--- config.mk ---
export PLATFORM = sky130hd
export DESIGN_NAME = uart_tx_arbiter
export DESIGN_NICKNAME = d
export VERILOG_FILES = /design/src/rtl/uart_tx_arbiter.sv
export SDC_FILE = /design/constraint.sdc
export NUM_CORES = 1
export LEC_CHECK = 0
export BUFFER_PORTS_ARGS = -buffer_cell sky130_fd_sc_hd__buf_2
export CAP_MARGIN = 30
export CORE_ASPECT_RATIO = 1.4
export CORE_MARGIN = 5
export CORE_UTILIZATION = 43
export CTS_BUF_LIST = sky130_fd_sc_hd__clkbuf_4 sky130_fd_sc_hd__clkbuf_8
export CTS_CLUSTER_SIZE = 24
export DETAILED_ROUTE_END_ITERATION = 12
export GPL_TIMING_DRIVEN = 0
export PLACE_DENSITY = 0.8
export SYNTH_ARGS = -nofsm -noshare
export SYNTH_HDL_FRONTEND = slang
export SYNTH_SLANG_ARGS = --single-unit
--- constraint.sdc ---
create_clock -name clk -period 5.6 [get_ports clk]
set_input_delay 0.84 -clock clk [delete_from_list [all_inputs] [get_ports clk]]
set_output_delay 0.84 -clock clk [all_outputs]
set_load 0.01 [all_outputs]
--- src/rtl/uart_tx_arbiter.sv ---
// Round-robin, packet-granular arbiter sharing one UART transmitter between NUM_REQ byte streams.
// A grant lasts until the last byte, a burst limit, or an idle timeout on the owning requester.
module uart_tx_arbiter #(
    parameter int unsigned NUM_REQ      = 4,
    parameter int unsigned DATA_WIDTH   = 8,
    parameter int unsigned MAX_BURST    = 16,
    parameter int unsigned IDLE_TIMEOUT = 1024
) (
    input  logic                          clk,
    input  logic                          rst,
    input  logic [NUM_REQ-1:0]            req_vld,
    input  logic [NUM_REQ*DATA_WIDTH-1:0] req_data,
    input  logic [NUM_REQ-1:0]            req_last,
    output logic [NUM_REQ-1:0]            req_rdy,
    output logic                          tx_vld,
    output logic [DATA_WIDTH-1:0]         tx_data,
    input  logic                          tx_rdy,
    output logic [$clog2(NUM_REQ)-1:0]    gnt_id,
    output logic                          busy
);

    localparam int unsigned IdW  = $clog2(NUM_REQ);
    localparam int unsigned IdW1 = IdW + 1;
    localparam int unsigned BcW  = (MAX_BURST > 0) ? $clog2(MAX_BURST + 1) : 1;
    localparam int unsigned IcW  = (IDLE_TIMEOUT > 1) ? $clog2(IDLE_TIMEOUT) : 1;

    if (NUM_REQ < 2 || NUM_REQ > 8) begin : gen_bad_num_req
        $fatal(1, "uart_tx_arbiter: NUM_REQ must be in 2..8");
    end
    if (DATA_WIDTH < 2) begin : gen_bad_data_width
        $fatal(1, "uart_tx_arbiter: DATA_WIDTH must be at least 2");
    end

    typedef enum logic [0:0] {StIdle, StLocked} state_e;

    state_e         state_q;
    logic [IdW-1:0] gnt_q;
    logic [IdW-1:0] rr_ptr_q;
    logic [BcW-1:0] beat_cnt_q;
    logic [IcW-1:0] idle_cnt_q;
    logic           busy_q;

    // Round-robin pick: first valid requester scanning upward from rr_ptr_q.
    logic           pick_vld;
    logic [IdW-1:0] pick_id;
    logic [IdW1-1:0] idx_w;

    always_comb begin
        pick_vld = 1'b0;
        pick_id  = rr_ptr_q;
        idx_w    = '0;
        for (int unsigned k = 0; k < NUM_REQ; k++) begin
            idx_w = {1'b0, rr_ptr_q} + IdW1'(k);
            if (32'(idx_w) >= NUM_REQ) begin
                idx_w = idx_w - IdW1'(NUM_REQ);
            end
            if (!pick_vld && req_vld[idx_w[IdW-1:0]]) begin
                pick_vld = 1'b1;
                pick_id  = idx_w[IdW-1:0];
            end
        end
    end

    logic           locked;
    logic           cur_vld;
    logic           cur_last;
    logic           accept;
    logic           rel_last;
    logic           rel_burst;
    logic           rel_idle;
    logic           release_now;
    logic [IdW-1:0] next_ptr;

    assign locked      = (state_q == StLocked);
    assign cur_vld     = req_vld[gnt_q];
    assign cur_last    = req_last[gnt_q];
    assign accept      = locked && cur_vld && tx_rdy;
    assign rel_last    = accept && cur_last;
    assign rel_burst   = (MAX_BURST > 0) && accept && (32'(beat_cnt_q) + 32'd1 == MAX_BURST);
    assign rel_idle    = (IDLE_TIMEOUT > 0) && locked && !cur_vld &&
                         (32'(idle_cnt_q) == IDLE_TIMEOUT - 1);
    assign release_now = rel_last || rel_burst || rel_idle;
    assign next_ptr    = (32'(gnt_q) + 32'd1 == NUM_REQ) ? '0 : gnt_q + IdW'(1);

    // Datapath is a pure mux off the registered grant; no byte is accepted while idle.
    always_comb begin
        req_rdy = '0;
        tx_vld  = 1'b0;
        tx_data = '0;
        if (locked) begin
            tx_vld         = cur_vld;
            req_rdy[gnt_q] = tx_rdy;
            if (cur_vld) begin
                tx_data = req_data[gnt_q*DATA_WIDTH +: DATA_WIDTH];
            end
        end
    end

    always_ff @(posedge clk) begin
        if (rst) begin
            state_q    <= StIdle;
            gnt_q      <= '0;
            rr_ptr_q   <= '0;
            beat_cnt_q <= '0;
            idle_cnt_q <= '0;
            busy_q     <= 1'b0;
        end else begin
            unique case (state_q)
                StIdle: begin
                    if (pick_vld) begin
                        state_q    <= StLocked;
                        busy_q     <= 1'b1;
                        gnt_q      <= pick_id;
                        beat_cnt_q <= '0;
                        idle_cnt_q <= '0;
                    end
                end
                StLocked: begin
                    if (accept && beat_cnt_q != '1) begin
                        beat_cnt_q <= beat_cnt_q + BcW'(1);
                    end
                    if (cur_vld) begin
                        idle_cnt_q <= '0;
                    end else if (IDLE_TIMEOUT > 0 && !rel_idle) begin
                        idle_cnt_q <= idle_cnt_q + IcW'(1);
                    end
                    if (release_now) begin
                        state_q  <= StIdle;
                        busy_q   <= 1'b0;
                        rr_ptr_q <= next_ptr;
                    end
                end
                default: begin
                    state_q <= StIdle;
                    busy_q  <= 1'b0;
                end
            endcase
        end
    end

    assign gnt_id = gnt_q;
    assign busy   = busy_q;

    // A release without an accepted beat can only be a timeout, so the owner must be idle.
    assert property (@(posedge clk) disable iff (rst)
        (release_now && !accept) |-> !cur_vld);

endmodule

==> results_dict.tcl, run 1 <==
set metrics [dict create \
    holdBufCountCts 0 \
    layout-drive-gt1-share 0.325 \
    finalClockSkew_ps 3.06 \
    synthesis.nets 224 \
    cp_data_required_time_ps 4760 \
    synth_edf_count 0 \
    first_pass_detailed_route_iteration_total 4 \
    setup-violations-final 0 \
    cts-htree-levels 1 \
    hold-path-cell-count 2 \
    cts_tree "yes" \
    beginning_of_the_worst_hold_path "idle_cnt_q[1]" \
    die_area_sq_um 4850 \
    cp_max_fanout 10 \
    dpl.hpwl_um 3190 \
    clk-insertion-delay-late_ps 270 \
    dr.first_iter.drc_count 38 \
    cts-resized-gates 0 \
    boundaryPins 59 \
    grt_pass1_wl_um 6680 \
    cp.arrival_ps 2110 \
    first_global_vias 1544 \
    r2r_start "gnt_id[0]" \
    buffers_on_ports 58 \
    share_of_the_core_filled_with_cells 0.561 \
    timing.critical_path.to_type "output port" \
    max_cap_viol_count 0 \
    clockRootBuffer "sky130_fd_sc_hd__clkbuf_8" \
    hold-path-endpoint "idle_cnt_q[1]" \
    routedLengthMet1_um 1590 \
    detail_route.vias_per_cell 5.60 \
    fin_setup_tns_ps 0 \
    routabilityCongestion 0.842 \
    clk_pin_slew_ps 80 \
    hp-class "register to register" \
    final_cell_area_sq_um 1910 \
    relSlewSlack 0.630 \
    seq_area_frac_synth 0.276 \
    detail_route.wl_per_cell_um 14.4 \
    die_h_um 80.4 \
    global_route.usage.total 0.179 \
    via_total_after_detailed_routing 1534 \
    totalWireLength_um 3960 \
    async_flop_share 0 \
    place_area_sq_um 1860 \
    regToRegSetupSlack_ps 3390 \
    power-per-cell-area_nw_per_um2 182 \
    synth-warning-count 0 \
    cts_sinks 21 \
    insertedDiodeCount 0 \
    cellLeakagePower_uw 0.000888 \
    max_clock_freq_mhz 339 \
    grt_antenna_before_repair 0 \
    crit_type "register to output port" \
    dieWidth_um 60.3 \
    max_slew.worst_pin.slew_ps 552 \
    vdd_drop_max_mv 0.165 \
    initial_core_util 0.447 \
    timing.final.hold_violations 0 \
    routed-wl-met2_um 2110 \
    remaining_drc_errors 0 \
    drt.antenna.violating_nets 0 \
    synthCells 172 \
    top_layer_used "met4" \
    post_synth_num_cell_types 38 \
    cts_bufs_inserted 3 \
    finalCriticalPeriod_ps 2950 \
    syn_area_per_cell_sq_um 8.86 \
    synth_top_flop_cell "sky130_fd_sc_hd__dfxtp_1" \
    synth.ff_latch_count 21 \
    route.met3.wl_um 188 \
    setup.worst_path.start_class "register" \
    fill_cells 337 \
    final.period_utilization 0.527 \
    worstRegToRegCells 6 \
    num-nets-final 287 \
    final_max_slew_viol_count 0 \
    r2r_endpoint "idle_cnt_q[2]" \
    synth.cell_area_sq_um 1520 \
    post_cts.repair.setup_buffers 0 \
    synth_to_final_area_change_pct 25.5 \
    rsz0062_at_grt "false" \
    core_area_sq_um 3410 \
    grt_start_max_net_pins 12 \
    status "complete, no violations" \
    clock_tree.buffer_depth 2 \
    global_route.overflow_total 0 \
    placementRows 25 \
]
cell type report:
class / instances / area, sq um / area share
Inverter: 7 / 26.3 / 0.0137
Buffer: 8 / 32.5 / 0.0170
Timing Repair Buffer: 58 / 290 / 0.152
Multi-Input combinational cell: 136 / 1040 / 0.546
Clock buffer: 4 / 48.8 / 0.0255
Sequential cell: 21 / 420 / 0.220
Tap cell: 40 / 50.0 / 0.0262
synth_stat cells (4+ instances only):
cell type	count	area [sq um]
sky130_fd_sc_hd__a21oi_1	10	50.1
sky130_fd_sc_hd__clkbuf_1	5	18.8
sky130_fd_sc_hd__dfxtp_1	21	420
sky130_fd_sc_hd__nand3_1	10	50.1
sky130_fd_sc_hd__inv_1	7	26.3
sky130_fd_sc_hd__nor2_1	15	56.3
sky130_fd_sc_hd__and3_1	18	113
sky130_fd_sc_hd__ha_1	9	113
sky130_fd_sc_hd__xnor2_1	7	61.3
sky130_fd_sc_hd__a211oi_1	4	30.0
sky130_fd_sc_hd__mux4_2	10	225
sky130_fd_sc_hd__o21ai_0	5	25.0
sky130_fd_sc_hd__nand2_1	11	41.3
per-layer routing:
| metal | track usage | up-vias |
|---|---|---|
| met1 | 0.190 | 736 |
| met2 | 0.343 | 30 |
| met5 | 0 | - |
| li1 | - | 761 |
| met3 | 0.0241 | 7 |
| met4 | 0.0643 | 0 |
how the worst max path moves through the flow:
stage / startpoint / to / depth (start not counted)
5_1_grt: gnt_id[0] / tx_data[1] / 4
4_1_cts: gnt_id[0] / tx_data[1] / 4
2_1_floorplan: req_vld[3] / tx_data[0] / 3
3_3_place_gp: req_vld[3] / tx_data[5] / 5
6_report: gnt_id[0] / tx_data[4] / 4
3_5_place_dp: req_vld[3] / tx_data[5] / 5
state kept, by name, summed over array words and instances (netlist names):
name / flops
beat_cnt_q: 5
gnt_id: 2
locked: 1
rr_ptr_q: 2
busy: 1
idle_cnt_q: 10
placed cells by master, fill, tap and decap left out, types with 2 or more instances in the layout:
| cell type | instances |
|---|---|
| sky130_fd_sc_hd__buf_2 | 60 |
| sky130_fd_sc_hd__dfxtp_1 | 21 |
| sky130_fd_sc_hd__xnor2_1 | 7 |
| sky130_fd_sc_hd__o21a_1 | 2 |
| sky130_fd_sc_hd__nor3_1 | 2 |
| sky130_fd_sc_hd__nor2b_1 | 2 |
| sky130_fd_sc_hd__mux2i_1 | 2 |
| sky130_fd_sc_hd__a31oi_1 | 2 |
| sky130_fd_sc_hd__o2111ai_1 | 2 |
| sky130_fd_sc_hd__and3_1 | 18 |
| sky130_fd_sc_hd__nand2b_1 | 2 |
| sky130_fd_sc_hd__nand3_1 | 10 |
| sky130_fd_sc_hd__o211ai_1 | 3 |
| sky130_fd_sc_hd__nor2_1 | 15 |
| sky130_fd_sc_hd__a211oi_1 | 4 |
| sky130_fd_sc_hd__inv_1 | 7 |
| sky130_fd_sc_hd__o2111a_1 | 2 |
| sky130_fd_sc_hd__xor2_1 | 2 |
| sky130_fd_sc_hd__mux4_2 | 10 |
| sky130_fd_sc_hd__ha_1 | 9 |
| sky130_fd_sc_hd__a21oi_1 | 10 |
| sky130_fd_sc_hd__nand2_1 | 11 |
| sky130_fd_sc_hd__clkbuf_1 | 5 |
| sky130_fd_sc_hd__clkbuf_8 | 3 |
| sky130_fd_sc_hd__o21ai_1 | 2 |
| sky130_fd_sc_hd__and2_1 | 3 |
| sky130_fd_sc_hd__o21ai_0 | 5 |
report_power, final:
part | switching [uW] | internal [uW] | total [uW]
clock network | 51.8 | 55.7 | 107
logic | 42.4 | 40.9 | 83.3
registers | 5.26 | 153 | 158
stage by stage:
step / cells / total power (uW) / hold slack (ps) / setup WS, ps
3_5_place_dp: 270 / 246 / 470 / 2730
3_3_place_gp: 270 / 243 / 461 / 2730
4_1_cts: 274 / 353 / 482 / 2620
2_1_floorplan: 172 / 211 / 444 / 3060
6_report: 274 / 349 / 477 / 2650
5_1_grt: 274 / 369 / 525 / 2530
kinds of logic after synthesis:
| kind of cell | Yosys count | synth area share |
|---|---|---|
| AO/OA/AOI/OAI | 35 | 0.151 |
| XOR/XNOR | 9 | 0.0517 |
| adder cells (fa/ha/maj) | 9 | 0.0739 |
| buffers and inverters | 15 | 0.0386 |
| flip-flops | 21 | 0.276 |
| multiplexers | 12 | 0.161 |
| AND/OR/NAND/NOR | 71 | 0.248 |
worst max-delay path: stages (launching register included):
cell and delay, ps:
sky130_fd_sc_hd__dfxtp_1 590, sky130_fd_sc_hd__buf_2 380, sky130_fd_sc_hd__mux4_2 540, sky130_fd_sc_hd__and3_1 190
sky130_fd_sc_hd__buf_2 140
No activity file was read; power rests on OpenSTA's default activity.
==> run 2: changes to the inputs <==
- ABC_AREA: not set -> 1
- PLACE_DENSITY: 0.8 -> 0.79
- clock period: 5.6 -> 2.37 ns (I/O delays scaled with it)
==> results_dict.tcl, run 2 <==
set metrics [dict create \
    final_cell_mix "sky130_fd_sc_hd__nand2_1 (63), sky130_fd_sc_hd__buf_2 (61), sky130_fd_sc_hd__nor2_1 (55)" \
    fin_setup_tns_ps 0 \
    stdcell_count 439 \
    cts-htree-levels 1 \
    share_of_the_core_filled_with_cells 0.534 \
    max_cap_viol_count 0 \
    synth.ff_latch_count 21 \
    setup.worst_path.start_class "register" \
    layout-drive-gt1-share 0.324 \
    rsz0062_at_grt "false" \
    timing.critical_path.slowest_cell_delay_ps 420 \
    grt_antenna_before_repair 0 \
    cp.arrival_ps 1730 \
    global_route.usage.total 0.171 \
    final_common_cell "sky130_fd_sc_hd__nand2_1" \
    grt_start_max_net_pins 13 \
    post-synth-top-area-fraction 0.211 \
    cts_bufs_inserted 3 \
    total_power_uw 981 \
    worstPathCellList "buf_2 -> buf_2 -> nor2_1 -> nor2_1 -> o21ai_0 -> a21oi_1 -> buf_2" \
    status "complete, no violations" \
    max_clock_freq_mhz 481 \
    die_h_um 90.5 \
    timing.final.hold_violations 0 \
    post_cts.repair.setup_buffers 0 \
    critical-path-top-delay-family "buffers and inverters" \
    insertedDiodeCount 0 \
    synth.top_cells.by_area "sky130_fd_sc_hd__dfxtp_1 (21%), sky130_fd_sc_hd__nand2_1 (12%), sky130_fd_sc_hd__nor2_1 (10%), sky130_fd_sc_hd__nand3_1 (6.8%), sky130_fd_sc_hd__nand2_2 (6.6%)" \
    routabilityCongestion 0.841 \
    global_route.overflow_total 0 \
    via_total_after_detailed_routing 2206 \
    die_area_sq_um 6110 \
    largest_register_ffs 10 \
    crit_path_top_delay_cell "sky130_fd_sc_hd__dfxtp_2" \
    cts_tree "yes" \
    power-per-cell-area_nw_per_um2 408 \
    boundaryPins 59 \
    largest_regs "idle_cnt_q: 10 flops, beat_cnt_q: 5 flops" \
    placementRows 29 \
    first_pass_detailed_route_iteration_total 4 \
    synth.cell_area_sq_um 1990 \
    first_global_vias 2054 \
    synth-warning-count 0 \
    hp-class "register to register" \
    synth_to_final_area_change_pct 20.8 \
    setup-violations-final 0 \
    async_flop_share 0 \
    clock_tree.buffer_depth 2 \
    dpl.hpwl_um 3980 \
    cp_data_required_time_ps 2010 \
    post_synth_num_cell_types 33 \
    synth_most_common_cell "sky130_fd_sc_hd__nand2_1" \
    vdd_drop_max_mv 0.237 \
    crit_type "register to output port" \
    dr.first_iter.drc_count 117 \
    detail_route.wl_per_cell_um 11.6 \
    clockRootBuffer "sky130_fd_sc_hd__clkbuf_8" \
    cellLeakagePower_uw 0.00115 \
    worstPathBufferInverterCount 3 \
    detail_route.vias_per_cell 5.03 \
    worst_path_most_repeated_cell "sky130_fd_sc_hd__buf_2" \
    relSlewSlack 0.559 \
    synth_top_flop_cell "sky130_fd_sc_hd__dfxtp_1" \
    cts_sinks 21 \
    synthesis.nets 368 \
    remaining_drc_errors 0 \
    clk_pin_slew_ps 80 \
    drt.antenna.violating_nets 0 \
    yosysTopAreaCell "sky130_fd_sc_hd__dfxtp_1" \
    initial_core_util 0.442 \
    seq_area_frac_synth 0.211 \
    synth_edf_count 0 \
    final.period_utilization 0.878 \
    most_used_standard_cells_in_the_synthesized_netlist "sky130_fd_sc_hd__nand2_1 (63), sky130_fd_sc_hd__nor2_1 (55), sky130_fd_sc_hd__nand3_1 (27)" \
    finalClockSkew_ps 2.64 \
    core_area_sq_um 4500 \
    placed_cells_incl_taps 435 \
    synthCells 316 \
    grt_pass1_wl_um 8640 \
    max_slew.worst_pin.slew_ps 661 \
    timing.critical_path.to_type "output port" \
    totalWireLength_um 5100 \
    final_max_slew_viol_count 0 \
    holdWs_ps 504 \
    syn_area_per_cell_sq_um 6.30 \
    clk-insertion-delay-late_ps 260 \
    buffers_on_ports 57 \
    finalCriticalPeriod_ps 2080 \
    dieWidth_um 67.5 \
    register_with_the_most_flip_flops "idle_cnt_q" \
    cp_max_fanout 10 \
    num-nets-final 430 \
]
-- run 2: through the flow --
step	instance area, sq um	setup WS [ps]
floorplan	1990	619
global placement	2350	330
detailed placement	2350	314
CTS	2400	23.0
global route	2400	107
finish	2400	289
-- run 2: final timing paths --
path	endpoint	slack, ps	startpoint	depth (start not counted)
worst max-delay path	tx_data[5]	290	gnt_id[0]	7
worst min register to register	idle_cnt_q[8]	500	idle_cnt_q[8]	2
worst max register to register	idle_cnt_q[5]	430	idle_cnt_q[0]	10
worst min-delay path	idle_cnt_q[8]	500	idle_cnt_q[8]	2
-- run 2: logic make-up after synthesis --
logic type / synth area share
and+or+nand+nor: 0.460
AOI/OAI and AO/OA: 0.153
buffers and inverters: 0.0969
DFF: 0.211
adders and majority gates: 0.0566
xor gates and xnor gates: 0.0220
-- run 2: per-layer routing --
layer	vias up	wire, um	global-route usage
met5	-	0	0
li1	1142	-	-
met3	12	210	0.0137
met2	51	2660	0.305
met1	1001	2110	0.205
met4	0	122	0.0592
-- run 2: final cells by class --
cell class,count,area (sq um)
Buffer,12,83.8
Clock buffer,3,41.3
Clock inverter,1,5.00
Fill cell,465,2100
Inverter,29,111
Multi-Input combinational cell,254,1380
Sequential cell,21,422
Tap cell,62,77.6
Timing Repair Buffer,57,285
-- run 2: worst reg2reg max path, cell delays in order (launching register included) --
cell and delay [ps]:
sky130_fd_sc_hd__dfxtp_1 490, sky130_fd_sc_hd__ha_1 240, sky130_fd_sc_hd__inv_1 70, sky130_fd_sc_hd__nor2_2 170
sky130_fd_sc_hd__nand2_2 90, sky130_fd_sc_hd__nor3_4 150, sky130_fd_sc_hd__nand4_4 200, sky130_fd_sc_hd__nand2_4 160
sky130_fd_sc_hd__buf_12 150, sky130_fd_sc_hd__nand2_2 60, sky130_fd_sc_hd__a21oi_2 110
-- run 2: power by group --
part           switching, uW  internal, uW
combinational            232           132
clock                    118           117
sequential              16.7           366
total                    366           615
-- run 2: timing repair --
item                                    4_1_cts  5_1_grt
endpoints found under the hold margin         0        0
hold buffers                                  0        0
gates resized for setup                       0        5
endpoints found under the setup margin        0       10
==> run 3: changes to the inputs <==
- CTS_CLUSTER_DIAMETER: not set -> 100
- REMOVE_ABC_BUFFERS: not set -> 1
==> results_dict.tcl, run 3 (same netlist as run 2, synthesis figures left out) <==
set metrics [dict create \
    status "complete, no violations" \
    crit_type "register to output port" \
    rsz0062_at_grt "false" \
    clock_tree.buffer_depth 2 \
    final_cell_mix "sky130_fd_sc_hd__nand2_1 (63), sky130_fd_sc_hd__buf_2 (58), sky130_fd_sc_hd__nor2_1 (55)" \
    finalClockSkew_ps 7.40 \
    holdBufCountCts 0 \
    boundaryPins 59 \
    remaining_drc_errors 0 \
    hp-class "register to register" \
    synth_to_final_area_change_pct 18.1 \
    layout-drive-gt1-share 0.322 \
    via_total_after_detailed_routing 2104 \
    max_cap_viol_count 0 \
    first_global_vias 2031 \
    max_clock_freq_mhz 454 \
    initial_core_util 0.442 \
    dieWidth_um 67.5 \
    num-nets-final 420 \
    setup-violations-final 0 \
    buffers_on_ports 58 \
    clockRootBuffer "sky130_fd_sc_hd__clkbuf_8" \
    stdcell_count 429 \
    holdWs_ps 494 \
    detail_route.wl_per_cell_um 11.5 \
    largest_register_ffs 10 \
    vdd_drop_max_mv 0.205 \
    cp_max_fanout 27 \
    largest_regs "idle_cnt_q: 10 flops, beat_cnt_q: 5 flops" \
    die_area_sq_um 6110 \
    timing.final.hold_violations 0 \
    timing.critical_path.to_type "output port" \
    cp.arrival_ps 1850 \
    pre_cts_ws_ps -265 \
    totalWireLength_um 4920 \
    cts_tree "yes" \
    cts_bufs_inserted 3 \
    cellLeakagePower_uw 0.00110 \
    placementRows 29 \
    final_critical_path_setup_slack_ps 167 \
    relSlewSlack 0.700 \
    final.period_utilization 0.930 \
    die_h_um 90.5 \
    clk-insertion-delay-late_ps 260 \
    clk_pin_slew_ps 80 \
    first_pass_detailed_route_iteration_total 4 \
    setup.worst_path.start_class "register" \
    register_with_the_most_flip_flops "idle_cnt_q" \
    grt_pass1_wl_um 8300 \
    insertedDiodeCount 0 \
    routabilityCongestion 0.802 \
    final_common_cell "sky130_fd_sc_hd__nand2_1" \
    global_route.overflow_total 0 \
    finalCriticalPeriod_ps 2200 \
    dpl.hpwl_um 3800 \
    dr.first_iter.drc_count 92 \
    cts_sinks 21 \
    grt_antenna_before_repair 0 \
    placed_cells_incl_taps 424 \
    core_area_sq_um 4500 \
    max_slew.worst_pin.slew_ps 451 \
    cts-htree-levels 1 \
    detail_route.vias_per_cell 4.90 \
    power-per-cell-area_nw_per_um2 418 \
    grt_start_max_net_pins 28 \
    drt.antenna.violating_nets 0 \
    final_max_slew_viol_count 0 \
    global_route.usage.total 0.162 \
    cp_data_required_time_ps 2010 \
]
-- run 3: cell types whose count changed in the layout (fill, tap and decap cells not counted), moves of 2 or more --
| cell | change |
|---|---|
| sky130_fd_sc_hd__clkbuf_2 | -2 |
| sky130_fd_sc_hd__dfxtp_4 | +2 |
| sky130_fd_sc_hd__buf_2 | -3 |
| sky130_fd_sc_hd__buf_6 | -2 |
| sky130_fd_sc_hd__inv_1 | -2 |
| sky130_fd_sc_hd__clkbuf_1 | -2 |
-- run 3: metrics by stage --
stage | TNS [ps] | util | cell area [sq um] | total power, uW
after floorplan | 0 | - | 1910 | 615
after global placement | -2590 | 0.506 | 2280 | 727
after detailed placement | -2800 | 0.506 | 2280 | 734
after CTS | 0 | 0.521 | 2340 | 990
after global routing | 0 | 0.522 | 2350 | 1050
final | 0 | 0.522 | 2350 | 981
-- run 3: worst max-delay path, stage by stage (launching register included) --
cell and delay (ps):
sky130_fd_sc_hd__dfxtp_4 450, sky130_fd_sc_hd__inv_6 160, sky130_fd_sc_hd__nand2_1 60, sky130_fd_sc_hd__nand3_1 80
sky130_fd_sc_hd__nand2_2 170, sky130_fd_sc_hd__nor2_1 200, sky130_fd_sc_hd__inv_2 110, sky130_fd_sc_hd__a21oi_1 170
sky130_fd_sc_hd__buf_2 160
-- run 3: per-layer routing --
layer | share of wire | vias to the layer above | GRT usage
met5 | 0 | - | 0
met4 | 0.0090 | 0 | 0.0406
met3 | 0.083 | 5 | 0.0336
met2 | 0.50 | 63 | 0.318
met1 | 0.41 | 917 | 0.162
li1 | - | 1119 | -
-- run 3: power by group --
| part | internal [uW] | switching [uW] | leakage [uW] | total, uW |
|---|---|---|---|---|
| clock | 131 | 118 | 0.0000262 | 250 |
| combinational | 121 | 201 | 0.000906 | 323 |
| sequential | 366 | 42.9 | 0.000172 | 409 |
| total | 619 | 363 | 0.00110 | 981 |
-- run 3: repair_timing --
item,in CTS,in global routing
buffers inserted,1,0
resized for setup,5,3
endpoints found under the hold margin,0,0
endpoints found under the setup margin,22,8
-- run 3: final timing paths --
check                                    from            end  slack (ps)  cells past startpoint
worst max-delay path                gnt_id[0]     tx_data[1]         170                      8
worst min register to register  idle_cnt_q[8]  idle_cnt_q[8]         490                      2
worst min-delay path            idle_cnt_q[8]  idle_cnt_q[8]         490                      2
worst max register to register  idle_cnt_q[0]  idle_cnt_q[0]         430                     10
-- run 3: final cells by class --
| type | count | area (sq um) |
|---|---|---|
| clock buffer | 4 | 48.8 |
| fill | 468 | 2150 |
| inverter | 29 | 120 |
| multi-input combinational | 254 | 1380 |
| sequential | 21 | 428 |
| tap | 62 | 77.6 |
| timing repair buffer | 59 | 298 |
